[src/rtl/fetch_pkg.sv]
// Shared types and constants for the instruction-fetch front end.
package fetch_pkg;
  localparam int INSTR_BYTES = 4;
  localparam logic [31:0] NOP_INSTR = 32'h00000013;
  localparam int PC_W    = 8;
  localparam int INSTR_W = 32;

  typedef enum logic {RUN, FAULT} state_t;

  typedef struct packed {
    logic [INSTR_W-1:0] instr;
    logic [PC_W-1:0]    pc;
  } fetch_entry_t;
endpackage

[src/rtl/fetch_queue.sv]
// Small synchronous FIFO of fetched words; flush beats any same-cycle push/pop.
module fetch_queue
  import fetch_pkg::*;
#(
  parameter int DEPTH = 2
) (
  input  logic                     clk,
  input  logic                     rst,
  input  logic                     push,
  input  logic                     pop,
  input  logic                     flush,
  input  fetch_entry_t             din,
  output fetch_entry_t             dout,
  output logic                     full,
  output logic                     empty,
  output logic [$clog2(DEPTH):0]   count
);
  localparam int PW = $clog2(DEPTH);
  localparam int CW = PW + 1;

  fetch_entry_t [DEPTH-1:0] mem;
  logic [PW-1:0] wr_ptr, rd_ptr;
  logic do_push, do_pop;

  assign empty   = (count == '0);
  assign full    = (count == CW'(DEPTH));
  assign do_pop  = pop && !empty;
  assign do_push = push && (!full || do_pop);
  // Head is read straight from storage registers, never from the write data.
  assign dout    = mem[rd_ptr];

  always_ff @(posedge clk) begin
    if (rst) begin
      mem    <= '0;
      wr_ptr <= '0;
      rd_ptr <= '0;
      count  <= '0;
    end else if (flush) begin
      wr_ptr <= '0;
      rd_ptr <= '0;
      count  <= '0;
    end else begin
      if (do_push) begin
        mem[wr_ptr] <= din;
        wr_ptr      <= wr_ptr + PW'(1);
      end
      if (do_pop) rd_ptr <= rd_ptr + PW'(1);
      case ({do_push, do_pop})
        2'b10:   count <= count + CW'(1);
        2'b01:   count <= count - CW'(1);
        default: ;
      endcase
    end
  end
endmodule

[src/rtl/fetch_sequencer.sv]
// Fetch controller: owns the PC, feeds a small queue to decode, handles redirects and misaligned-target faults.
module fetch_sequencer
  import fetch_pkg::*;
#(
  parameter int              ADDR_W   = 8,
  parameter int              DATA_W   = 32,
  parameter logic [ADDR_W-1:0] RESET_PC = 8'h00,
  parameter int              DEPTH    = 2
) (
  input  logic              clk,
  input  logic              rst,
  output logic [ADDR_W-1:0] imem_addr,
  input  logic [DATA_W-1:0] imem_data,
  output logic              out_valid,
  input  logic              out_ready,
  output logic [DATA_W-1:0] out_instr,
  output logic [ADDR_W-1:0] out_pc,
  input  logic              redir_valid,
  input  logic [ADDR_W-1:0] redir_pc,
  output logic              fault
);
  state_t state, state_n;
  logic [ADDR_W-1:0] pc, pc_n;
  logic push, pop, flush, full, empty;
  logic [$clog2(DEPTH):0] count;
  fetch_entry_t din, head;

  assign imem_addr = pc;
  assign fault     = (state == FAULT);
  assign out_valid = (count != '0);
  assign pop       = !empty && out_ready;
  assign out_instr = DATA_W'(head.instr);
  assign out_pc    = ADDR_W'(head.pc);
  assign din.instr = INSTR_W'(imem_data);
  assign din.pc    = PC_W'(pc);

  always_ff @(posedge clk) begin
    if (rst) begin
      state <= RUN;
      pc    <= RESET_PC;
    end else begin
      state <= state_n;
      pc    <= pc_n;
    end
  end

  always_comb begin
    state_n = state;
    pc_n    = pc;
    push    = 1'b0;
    flush   = 1'b0;
    case (state)
      RUN: begin
        if (redir_valid) begin
          flush = 1'b1;
          // Misaligned targets leave the PC alone and park the fetcher.
          if (redir_pc[1:0] == 2'b00) pc_n = redir_pc;
          else                        state_n = FAULT;
        end else begin
          push = !full || pop;
          if (push) pc_n = pc + ADDR_W'(INSTR_BYTES);
        end
      end
      FAULT: ;
      default: state_n = RUN;
    endcase
  end

  fetch_queue #(.DEPTH(DEPTH)) u_queue (
    .clk   (clk),
    .rst   (rst),
    .push  (push),
    .pop   (pop),
    .flush (flush),
    .din   (din),
    .dout  (head),
    .full  (full),
    .empty (empty),
    .count (count)
  );
endmodule
[config.mk]
export PLATFORM = sky130hd
export DESIGN_NAME = fetch_sequencer
export DESIGN_NICKNAME = d
export VERILOG_FILES = /design/src/rtl/fetch_pkg.sv /design/src/rtl/fetch_queue.sv /design/src/rtl/fetch_sequencer.sv
export SDC_FILE = /design/constraint.sdc
export NUM_CORES = 1
export LEC_CHECK = 0
export ABC_CLOCK_PERIOD_IN_PS = 2500
export CAP_MARGIN = 0
export CORE_ASPECT_RATIO = 0.5
export CORE_UTILIZATION = 50
export DETAILED_ROUTE_END_ITERATION = 8
export PLACE_DENSITY = 0.89
export SYNTH_ARGS = -nofsm -noshare
export SYNTH_HDL_FRONTEND = slang
export SYNTH_SLANG_ARGS = --single-unit
[constraint.sdc]
create_clock -name clk -period 2.5 [get_ports clk]
set_input_delay 0.625 -clock clk [delete_from_list [all_inputs] [get_ports clk]]
set_output_delay 0.625 -clock clk [all_outputs]
set_load 0.03 [all_outputs]
==> impl_metrics.ini <==
[run_status]
status = finished, final reports clean

[detailed_routing]
firstDrtPassIters = 4
drtAntennaViolNets = 0
vias = 3446
via_per_inst = 5.14
drt_iter0_markers = 197
drcViolationCount = 0
routedWlPerCell_um = 13.8
wl_um = 9250

[setup_path]
max_stage_delay_ns = 0.60
timing_worst_setup_path_type = reg2out
reg2regPathDepth = 5
worst_setup_path_end_kind = primary output
path_depth = 3
worstPathArrival_ns = 1.84
crit_required_ns = 1.88
startpoint_type = flip-flop
crit_chain = buf_12 > mux2_2 > clkdlybuf4s50_1
critPathMaxFanout = 20
crit_buf_inv = 2
crit_slowest_cell = clkdlybuf4s50_1
critPathTopFamily = buffers and inverters

[min_path]
min_path_cells = 2
hp-class = reg2reg

[cts]
htreeDepth = 3
clock_latency_ns = 0.33
cts_sinks = 93
clk_path_buf_depth = 2
clk_pin_slew_worst_paths_ns = 0.06
numCtsBuffers = 9
cts_tree = done
cts-root-buf = clkbuf_16
post_cts_buffers = 0

[cells_and_area]
final_net_count = 601
antenna_cells = 0
layout-drive-gt1-share_pct = 28.1
areaGrowthSynthToFinish_pct = 31.5

[synth]
syn_area_mm2 = 0.00424
syn_area_per_cell_um2 = 8.93
synth_edf_count = 0
synth_area_leader_cell = dfxtp_1
yosysWarnings = 0
synthTopCellsByArea = dfxtp_1 44%, nand2_1 12%, mux2_2 11%
syn_inst = 475
synth_cell_type_count = 40
ys_seq_area_share_pct = 43.9
async_reset_ff_share_pct = 0
synth_top_cell_area_share_pct = 43.9
synthFlopType = dfxtp_1
synthesis.nets = 521
synth-seq-cells = 93

[sta]
fin_crit_sh_pct = 98.7
grt_setup_unrepaired = no
maxClockFrequency_mhz = 405
tightest_slew_ns = 0.712
setup_violations = 0
fin_crit_ns = 2.47
hold_viol = 0
relSlewSlack_pct = 52.5
slew_violations = 0
hold_slack_ns = 0.451
finalClockSkew_ns = 0.00436
fin_setup_tns_ns = 0

[grt]
grt_max_degree = 41
antenna_found_initial = 0
track_usage_pct = 21.4
grt_pass1_wl_um = 15200
grt.overflow.total = 0
grt_pass1_vias = 3313

[power_and_ir_drop]
leakagePower_nw = 2.39
p_seq_share_pct = 46.0
peakVddDrop_mv = 0.393
powerDensity_mw_per_mm2 = 620
switching_share_pct = 25.8
pwr-share-clk_pct = 36.5
p_sw_mw = 0.891
internal_power_mw = 2.57
finalPower_mw = 3.46
power_frac_comb_pct = 17.4

[die]
die-area_mm2 = 0.00888
die-height_um = 67.1
die_w_um = 132
rows = 23
initial_core_util_pct = 52.3
io_pins = 94
coreArea_mm2 = 0.00812

[placed_design]
portBuffers = 93
gp_congestion = 0.798
hpwlAfterDp_um = 5960

[job]
drv_cap = 0
==> area by class of cell <==
class / count / area, um^2
clock inverter: 1 / 5.00
sequential: 93 / 1860
clock buffer: 14 / 274
multi-input combinational: 345 / 2130
tap: 112 / 140
timing repair buffer: 105 / 1160
inverter: 1 / 3.75
fill: 643 / 2540
==> power by group through the flow <==
stage	Combinational, mW	Clock [mW]	Sequential [mW]
3_5_place_dp	0.609	0	1.62
2_1_floorplan	0.367	0	1.62
6_report	0.603	1.26	1.59
3_3_place_gp	0.600	0	1.62
5_1_grt	0.645	1.37	1.60
4_1_cts	0.612	1.30	1.59
==> worst reg2reg max path, stage by stage, from the launching register on <==
cell and delay [ns]:
dfxtp_1 0.35, or2_2 0.30, and2_1 0.20, ha_1 0.34, or3_1 0.35, a21oi_1 0.14
==> synthesized netlist by cell type (2+ instances only) <==
library cell    n
clkbuf_1       17
nor2_1          6
buf_12          4
a21oi_1        49
mux2_2         40
o31ai_1         2
xnor2_1         2
nand2_1       130
nand2_2        40
dfxtp_1        93
o21ai_0         6
a31oi_1         2
ha_1            2
nand3_1         3
buf_6           6
and2_1          3
a21oi_2        41
buf_2           7
==> per-stage QoR <==
stage	std cells	setup slack, ns	util (%)	cell area, um^2
floorplan	475	0.533	-	4240
finish	671	0.0318	68.7	5580
detailed placement	656	0.0772	64.4	5230
global placement	656	0.155	64.4	5230
CTS	671	0.00475	67.9	5510
global route	671	0.00135	68.7	5580
==> state kept, by name, indices dropped and copies added (netlist names) <==
name            flops
fault               1
imem_addr           8
u_queue.count       2
u_queue.mem        80
u_queue.rd_ptr      1
u_queue.wr_ptr      1
==> worst paths after layout <==
check | slack [ns] | end | startpoint
max | 0.03 | out_instr[3] | u_queue.rd_ptr
min | 0.45 | u_queue.mem[24] | u_queue.mem[24]
max reg2reg | 0.76 | u_queue.count[1] | u_queue.count[0]
min reg2reg | 0.45 | u_queue.mem[24] | u_queue.mem[24]
==> per-layer routing <==
layer | share of wire [%] | GRT usage (%) | routed length, um | up-vias
li1 | - | - | - | 1743
met2 | 49 | 39.7 | 4570 | 60
met1 | 46 | 25.6 | 4290 | 1634
met4 | 0.91 | 5.89 | 84 | 0
met5 | 0 | 0 | 0 | -
met3 | 3.3 | 4.64 | 305 | 9
==> logic make-up (layout without fill, tap and decap cells) <==
logic type	count (synthesis)	in the layout	synth area share, %
AO/OA/AOI/OAI	106	106	16.8
AND/OR/NAND/NOR	193	193	21.1
buffers and inverters	37	121	6.11
flip-flops	93	93	43.9
XOR/XNOR	3	3	0.620
adder cells (fa/ha/maj)	2	2	0.590
multiplexers	41	41	10.9
==> layout by cell type, fill, tap and decap left out, types with 2 or more instances in the layout <==
master	count
nand2_1	130
dfxtp_1	92
clkdlybuf4s50_1	64
a21oi_1	49
a21oi_2	41
mux2_2	40
nand2_2	40
dlymetal6s2s_1	28
clkbuf_16	9
buf_4	7
nor2_1	6
o21ai_0	6
buf_12	6
and2_1	3
nand3_1	3
clkbuf_8	3
o31ai_1	2
a31oi_1	2
xnor2_1	2
ha_1	2
clkbuf_1	2
==> what timing repair did <==
action / in CTS / in global routing
setup endpoints to repair: 0 / 28
gates resized for setup: 0 / 28
hold buffers: 0 / 0
hold endpoints to repair: 0 / 0
Power figures use the tool's default switching activity.
